===== src/rtl/temp_sense_scheduler_if.sv =====
// Client-side bundle of the temperature sense scheduler: request pulses in,
// per-requester ack plus the shared conversion result and status out.
interface temp_sense_scheduler_if #(
  parameter int NREQ = 4
);
  logic [NREQ-1:0]    req;
  logic [NREQ-1:0]    ack;
  logic signed [7:0]  result;
  logic               result_err;
  logic signed [7:0]  last_temp;
  logic               last_valid;
  logic               busy;

  modport master (
    output req,
    input  ack, result, result_err, last_temp, last_valid, busy
  );

  modport slave (
    input  req,
    output ack, result, result_err, last_temp, last_valid, busy
  );
endinterface


===== src/rtl/temp_sense_scheduler.sv =====
// Shares one on-die temperature sensor between NREQ requesters and a periodic
// background refresh; batches requests into conversions and returns signed degC.
module temp_sense_scheduler #(
  parameter int NREQ       = 4,
  parameter int CLR_CYCLES = 4,
  parameter int TIMEOUT    = 200000,
  parameter int PERIOD     = 1048575,
  parameter int IDLE_GAP   = 16
) (
  input  logic                  clk50,
  input  logic                  rstn,
  temp_sense_scheduler_if.slave bus,
  output logic                  temp_ce,
  output logic                  temp_clr,
  input  logic                  tsdcaldone,
  input  logic [7:0]            tsdcalo
);

  localparam int MAX_A   = (CLR_CYCLES > IDLE_GAP) ? CLR_CYCLES : IDLE_GAP;
  localparam int CNT_MAX = (MAX_A > TIMEOUT) ? MAX_A : TIMEOUT;
  localparam int CNT_W   = $clog2(CNT_MAX + 1);
  localparam int BG_W    = $clog2(PERIOD + 1);

  localparam logic [CNT_W-1:0] CLR_LAST = CNT_W'(CLR_CYCLES - 1);
  localparam logic [CNT_W-1:0] TO_LAST  = CNT_W'(TIMEOUT - 1);
  localparam logic [CNT_W-1:0] GAP_LAST = CNT_W'(IDLE_GAP - 1);
  localparam logic [BG_W-1:0]  BG_FULL  = BG_W'(PERIOD);

  localparam logic signed [7:0] ERR_RESULT = 8'sh80;

  localparam logic [2:0] S_IDLE    = 3'd0;
  localparam logic [2:0] S_CLEAR   = 3'd1;
  localparam logic [2:0] S_CONVERT = 3'd2;
  localparam logic [2:0] S_DONE    = 3'd3;
  localparam logic [2:0] S_GAP     = 3'd4;

  // ADC code is offset-binary around 128 = 0 degC.
  function automatic logic signed [7:0] f_code_to_degc(input logic [7:0] code);
    return $signed(code - 8'd128);
  endfunction

  logic [2:0]        r_state;
  logic [CNT_W-1:0]  r_cnt;
  logic [BG_W-1:0]   r_bg;
  logic [NREQ-1:0]   r_pending;
  logic [NREQ-1:0]   r_served;
  logic [NREQ-1:0]   r_ack;
  logic signed [7:0] r_result;
  logic              r_err;
  logic signed [7:0] r_last_temp;
  logic              r_last_valid;

  logic              w_start;
  logic [NREQ-1:0]   w_clear_mask;

  assign w_start      = (r_state == S_IDLE) && ((r_pending != '0) || (r_bg == BG_FULL));
  assign w_clear_mask = w_start ? r_pending : '0;

  // Requests arriving on the start edge stay pending for the next batch.
  always_ff @(posedge clk50 or negedge rstn) begin
    if (!rstn) begin
      r_pending <= '0;
      r_bg      <= BG_FULL;
    end else begin
      r_pending <= (r_pending & ~w_clear_mask) | bus.req;
      if (w_start)
        r_bg <= '0;
      else if (r_bg != BG_FULL)
        r_bg <= r_bg + BG_W'(1);
    end
  end

  always_ff @(posedge clk50 or negedge rstn) begin
    if (!rstn) begin
      r_state      <= S_IDLE;
      r_cnt        <= '0;
      r_served     <= '0;
      r_ack        <= '0;
      r_result     <= '0;
      r_err        <= 1'b0;
      r_last_temp  <= '0;
      r_last_valid <= 1'b0;
    end else begin
      r_ack <= '0;
      case (r_state)
        S_IDLE: begin
          if (w_start) begin
            r_served <= r_pending;
            r_cnt    <= '0;
            r_state  <= S_CLEAR;
          end
        end
        S_CLEAR: begin
          if (r_cnt == CLR_LAST) begin
            r_cnt   <= '0;
            r_state <= S_CONVERT;
          end else begin
            r_cnt <= r_cnt + CNT_W'(1);
          end
        end
        S_CONVERT: begin
          // A done on the last timeout cycle still counts as a good reading.
          if (tsdcaldone) begin
            r_ack        <= r_served;
            r_result     <= f_code_to_degc(tsdcalo);
            r_err        <= 1'b0;
            r_last_temp  <= f_code_to_degc(tsdcalo);
            r_last_valid <= 1'b1;
            r_state      <= S_DONE;
          end else if (r_cnt == TO_LAST) begin
            r_ack    <= r_served;
            r_result <= ERR_RESULT;
            r_err    <= 1'b1;
            r_state  <= S_DONE;
          end else begin
            r_cnt <= r_cnt + CNT_W'(1);
          end
        end
        S_DONE: begin
          r_cnt   <= '0;
          r_state <= S_GAP;
        end
        S_GAP: begin
          if (r_cnt == GAP_LAST) begin
            r_cnt   <= '0;
            r_state <= S_IDLE;
          end else begin
            r_cnt <= r_cnt + CNT_W'(1);
          end
        end
        default: r_state <= S_IDLE;
      endcase
    end
  end

  assign temp_ce        = (r_state == S_CLEAR) || (r_state == S_CONVERT);
  assign temp_clr       = (r_state == S_CLEAR);
  assign bus.busy       = (r_state != S_IDLE);
  assign bus.ack        = r_ack;
  assign bus.result     = r_result;
  assign bus.result_err = r_err;
  assign bus.last_temp  = r_last_temp;
  assign bus.last_valid = r_last_valid;

endmodule


===== src/flat_wrapper.sv =====
// flat-port wrapper written by rule: the top's interface ports become plain ports
module temp_sense_scheduler_flat 
#(
  parameter int NREQ       = 4,
  parameter int CLR_CYCLES = 4,
  parameter int TIMEOUT    = 200000,
  parameter int PERIOD     = 1048575,
  parameter int IDLE_GAP   = 16
)
  (clk50, rstn, temp_ce, temp_clr, tsdcaldone, tsdcalo, bus_req, bus_ack, bus_result, bus_result_err, bus_last_temp, bus_last_valid, bus_busy);
  temp_sense_scheduler_if #(.NREQ(NREQ)) bus_i ();
  input  logic clk50;
  input  logic rstn;
  output logic temp_ce;
  output logic temp_clr;
  input  logic tsdcaldone;
  input  logic [7:0] tsdcalo;
  input wire logic [$bits(bus_i.req)-1:0] bus_req;
  output wire logic [$bits(bus_i.ack)-1:0] bus_ack;
  output wire logic [$bits(bus_i.result)-1:0] bus_result;
  output wire logic [$bits(bus_i.result_err)-1:0] bus_result_err;
  output wire logic [$bits(bus_i.last_temp)-1:0] bus_last_temp;
  output wire logic [$bits(bus_i.last_valid)-1:0] bus_last_valid;
  output wire logic [$bits(bus_i.busy)-1:0] bus_busy;
  assign bus_i.req = bus_req;
  assign bus_ack = bus_i.ack;
  assign bus_result = bus_i.result;
  assign bus_result_err = bus_i.result_err;
  assign bus_last_temp = bus_i.last_temp;
  assign bus_last_valid = bus_i.last_valid;
  assign bus_busy = bus_i.busy;
  temp_sense_scheduler #(.NREQ(NREQ), .CLR_CYCLES(CLR_CYCLES), .TIMEOUT(TIMEOUT), .PERIOD(PERIOD), .IDLE_GAP(IDLE_GAP)) u_core (.clk50(clk50), .rstn(rstn), .bus(bus_i), .temp_ce(temp_ce), .temp_clr(temp_clr), .tsdcaldone(tsdcaldone), .tsdcalo(tsdcalo));
endmodule

===== config.mk =====
export PLATFORM = sky130hd
export DESIGN_NAME = temp_sense_scheduler_flat
export DESIGN_NICKNAME = d
export VERILOG_FILES = /design/src/rtl/temp_sense_scheduler_if.sv /design/src/rtl/temp_sense_scheduler.sv /design/src/flat_wrapper.sv
export SDC_FILE = /design/constraint.sdc
export NUM_CORES = 1
export LEC_CHECK = 0
export ABC_AREA = 1
export BUFFER_PORTS_ARGS = -buffer_cell sky130_fd_sc_hd__buf_2
export CORE_AREA = 2 2 73 144
export DETAILED_ROUTE_END_ITERATION = 6
export DIE_AREA = 0 0 75 146
export GPL_TIMING_DRIVEN = 0
export MAX_ROUTING_LAYER = met4
export PLACE_DENSITY = 0.58
export SYNTH_ARGS = -nofsm -noshare
export SYNTH_HDL_FRONTEND = slang
export SYNTH_SLANG_ARGS = --single-unit

===== constraint.sdc =====
create_clock -name clk50 -period 1.7 [get_ports clk50]
set_input_delay 0 -clock clk50 [delete_from_list [all_inputs] [get_ports clk50]]
set_output_delay 0 -clock clk50 [all_outputs]
set_load 0.02 [all_outputs]

==> results.md <==
- In this run the critical register-to-register path is captured at u_core.r_bg[13]$_DFFE_PN1P_.
- The final max-slew violation count is 0.
- The area growth from synthesis to layout is 33.38%.
- The worst register-to-register path has a setup slack of -170 ps.
- During synthesis, Yosys emitted a total of 0 warnings.
- The number of clock sinks is 71.
- The register bit count reported by yosys is 71.
- The share of synthesized flip-flops with an asynchronous set or reset is 100.0%.
- The via count of the first global-routing pass is 3674.
- The largest driver fanout on the critical path is 10.
- The final route contains 3453 vias.
- The effective utilization at floorplan is 39.13%.
- The worst setup slack after layout is -170.2 ps.
- The area of the mapped netlist is 3820 um^2.
- At the worst endpoint, the required time is 1970 ps.
- The longest clock path from root to sink contains 2 buffers.
- The final reports fail on negative setup slack.
- Setup repair after global routing could not meet its margin everywhere.
- The share of the core filled with cells in the final layout is 52.19%.
- The type of origin of the critical path is a flip-flop.
- After routing the design area is 5095 um^2.
- The worst-skew pair later-pin latency is 340 ps.
- In the synthesized netlist, the number of instances is 475.
- The post-route total power is 7058 uW.
- Once detailed placement completed, the half-perimeter wirelength came to 7062 um.
- The core outline area is 9763 um^2.
- The final number of setup-violating endpoints is 46.
- The number of H-tree branching levels is 3.
- The fraction of layout instances using a drive strength above 1 is 33.10%.
- 0 antenna diodes ended up in the layout.
- The number of placement rows is 51.
- The power share of the clock group is 26.0%.
- In this run the critical register-to-register path is launched from u_core.r_bg[0]$_DFFE_PN1P_.
- The switching power total is 2795 uW.
- After layout, the minimum clock period comes to 1870 ps.
- Hold timing on the final database bottoms out at a slack of 157.6 ps.
- STA classifies the critical path endpoint as a flip-flop.
- The final antenna-violating net count is 0.
- Synthesis produced a netlist with a net count of 492.
- In the synthesized netlist the dominant register cell turns out to be sky130_fd_sc_hd__dfrtp_1.
- The routed design has 10090 um of wire.
- The kind of critical path is flip-flop to flip-flop.
- The count of TritonRoute iterations in the first routing pass is 4.
- After detailed routing, the met2 layer carries 5880 um of wire.
- The number of endpoints with negative hold slack in the final report is 0.
- The maximum number of pins on one net before global-route repair is 44.
- The detailed route wirelength on metal3 is 162 um.
- Data on the critical path arrives at its endpoint at 2140 ps.
- The number of antenna violations at the first check in global routing is 0.
- The die covers 10950 um^2.
- In this run, distinct cell masters in the synthesized netlist total 36.
- The cell-internal power is 4263 uW.
- The register area share after synthesis is 47.17%.
- The count of input and output buffers is 39.
- TritonCTS created 9 clock buffers.
- The detailed router finished its first iteration with 130 violations.
- After clock tree synthesis, the clock-pin slew on the worst setup and hold paths is 60 ps.
- The cell chosen for the clock root is sky130_fd_sc_hd__clkbuf_16.
- The most critical setup path has its startpoint at u_core.r_bg[0]$_DFFE_PN1P_.
- For this run, design rule violations remaining after detail routing come to 0.
- The clock arrives with 8.635 ps of skew.
- The wire length on met1 is 3609 um.
- The share of the clock period used by the worst path is 110.0%.
- The post-layout net count is 586.
- The die boundary width is 75 um.
- The clock tree from TritonCTS is done.
- Across the run, the number of max-cap violations was 0.
- Per report_power, the sequential group accounts for 34.2% of the total.
- The global-route total usage across every layer is 20.70%.
- Combinational cells account for 39.8% of the total power.
- The synthesized area per cell is 8.042 um^2.
- The top-level I/O count is 40.
- The average detailed-routed wire length per instance is 14.29 um.
- The power density over the cells is 1385 nW/um^2.
- The first global-routing pass estimated 16850 um of wire.
- The achievable frequency is 534.7 MHz.
- The ratio of routed vias to standard cells is 4.891.
- Routed signal wires occupy layers up through met4.
- The final weighted congestion in routability-driven placement is 0.9602.
- For the pin with the worst max-slew slack, the measured transition is 519.0 ps.
- The worst-case vdd ir drop is 0.8362 mV.
- The depth of the worst register-to-register path is 10.
- Of the total power, the share spent switching nets is 39.60%.
- The residual overflow from global routing is 0.
- The leakage power is 0.002461 uW.
- The class of the tightest hold or removal check is input pin to asynchronous set/reset pin.
- The worst pin sits at a relative slew slack of 65.33%.
- The area after detailed placement is 4240 um^2.
- The count of flip-flops with a built-in enable after synthesis is 0.
- The run finished, with violations left.
- The critical path ends at u_core.r_bg[13]$_DFFE_PN1P_.
- In this run the vertical extent of the chip is 146 um.
## power by group through the flow
stage	logic [uW]	registers, uW	clock network [uW]
2_1_floorplan	1230	2650	0
3_3_place_gp	2140	2430	0
3_5_place_dp	2190	2450	0
4_1_cts	2660	2410	1880
5_1_grt	3070	2470	1970
6_report	2810	2420	1830
## flip-flops by register name, summed over array words and instances, names as in the netlist
register	flops
u_core.bus.last_temp	8
u_core.r_pending	4
u_core.bus.result_err	1
u_core.bus.result	8
u_core.r_served	4
u_core.r_state	3
u_core.bus.last_valid	1
u_core.r_cnt	18
u_core.bus.ack	4
u_core.r_bg	20
## worst min path at each step
stage,slack [ps],from,cells past startpoint,to
after global routing,180,rstn,2,u_core.r_cnt[16]$_DFFE_PN0P_
after CTS,160,rstn,2,u_core.r_cnt[16]$_DFFE_PN0P_
after floorplan,-300,rstn,0,u_core.bus.ack[0]$_DFF_PN0_
after global placement,200,tsdcalo[7],2,u_core.bus.result[7]$_DFFE_PN0P_
final,160,rstn,2,u_core.r_cnt[16]$_DFFE_PN0P_
after detailed placement,-30,rstn,1,u_core.r_cnt[13]$_DFFE_PN0P_
## critical path, cell delays in order (launching register included)
cell	delay, ps
sky130_fd_sc_hd__dfstp_2	570
sky130_fd_sc_hd__ha_4	160
sky130_fd_sc_hd__nand2_4	60
sky130_fd_sc_hd__nor2_4	120
sky130_fd_sc_hd__nand2_4	90
sky130_fd_sc_hd__buf_4	150
sky130_fd_sc_hd__nor4_4	190
sky130_fd_sc_hd__buf_4	180
sky130_fd_sc_hd__nand2_8	80
sky130_fd_sc_hd__buf_12	160
sky130_fd_sc_hd__o21ai_2	50
## final cells by class
type	instances	area, um^2
Buffer	9	108.9
Clock buffer	9	225.2
Clock inverter	7	61.31
Fill cell	941	4668
Inverter	49	188.9
Multi-Input combinational cell	346	1941
Sequential cell	71	1805
Tap cell	132	165.2
Timing Repair Buffer	83	599.3
## cell usage in the layout, fill, tap and decap left out, types with 5 or more instances in the layout
cell,netlist,layout
sky130_fd_sc_hd__xor2_1,13,13
sky130_fd_sc_hd__nor3_1,6,6
sky130_fd_sc_hd__nor2_1,48,40
sky130_fd_sc_hd__nand3_1,37,34
sky130_fd_sc_hd__o21ai_2,6,6
sky130_fd_sc_hd__nor2_2,3,8
sky130_fd_sc_hd__inv_6,1,5
sky130_fd_sc_hd__dlygate4sd3_1,0,14
sky130_fd_sc_hd__o21ai_1,9,18
sky130_fd_sc_hd__nor2_4,4,7
sky130_fd_sc_hd__inv_1,45,44
sky130_fd_sc_hd__dfrtp_1,51,48
sky130_fd_sc_hd__nand4_1,7,7
sky130_fd_sc_hd__nand2_2,4,25
sky130_fd_sc_hd__clkbuf_16,0,9
sky130_fd_sc_hd__buf_4,2,29
sky130_fd_sc_hd__xnor2_1,10,10
sky130_fd_sc_hd__nand2_1,150,126
sky130_fd_sc_hd__buf_2,2,39
sky130_fd_sc_hd__dfstp_2,20,20
sky130_fd_sc_hd__o21ai_0,22,13
## layer usage
metal  vias to the layer above  track usage (%)
met5                         -                -
met3                        35            4.432
met2                        53            36.40
met1                      1667            20.11
met4                         0            10.89
li1                       1698                -
## kinds of logic (layout without fill, tap and decap cells)
logic type	Yosys count	after routing	synth area share [%]
compound gates	45	45	6.879
xor+xnor	23	23	5.273
simple gates	276	276	33.02
flops	71	71	47.17
buf+inv	58	157	7.009
fa+ha+maj	2	2	0.6550
## stage by stage
step	setup TNS (ps)	setup slack [ps]	instances
floorplan	-1051	-62.97	475
global placement	-12780	-367.8	646
detailed placement	-13270	-379.3	647
CTS	-5373	-168.6	696
global route	-8892	-240.5	706
finish	-4979	-170.2	706
## what timing repair did
action	CTS	global route
gates cloned	1	0
hold buffers	14	0
hold endpoints to repair	81	0
gates resized for setup	28	34
setup buffers	18	10
pin swaps	12	4
endpoints found under the setup margin	57	66
## synth_stat cells, types with 4 or more instances
cell type | n | share of area [%]
sky130_fd_sc_hd__dfrtp_1 | 51 | 33
sky130_fd_sc_hd__dfstp_2 | 20 | 14
sky130_fd_sc_hd__inv_1 | 45 | 4.4
sky130_fd_sc_hd__nand2_1 | 150 | 15
sky130_fd_sc_hd__nand2_2 | 4 | 0.65
sky130_fd_sc_hd__nand3_1 | 37 | 4.8
sky130_fd_sc_hd__nand4_1 | 7 | 1.1
sky130_fd_sc_hd__nor2_1 | 48 | 4.7
sky130_fd_sc_hd__nor2_4 | 4 | 1.2
sky130_fd_sc_hd__nor3_1 | 6 | 0.79
sky130_fd_sc_hd__o21ai_0 | 22 | 2.9
sky130_fd_sc_hd__o21ai_1 | 9 | 1.2
sky130_fd_sc_hd__o21ai_2 | 6 | 1.4
sky130_fd_sc_hd__o21bai_1 | 4 | 0.79
sky130_fd_sc_hd__or2_2 | 4 | 0.65
sky130_fd_sc_hd__xnor2_1 | 10 | 2.3
sky130_fd_sc_hd__xor2_1 | 13 | 3.0
Power figures use the tool's default switching activity.
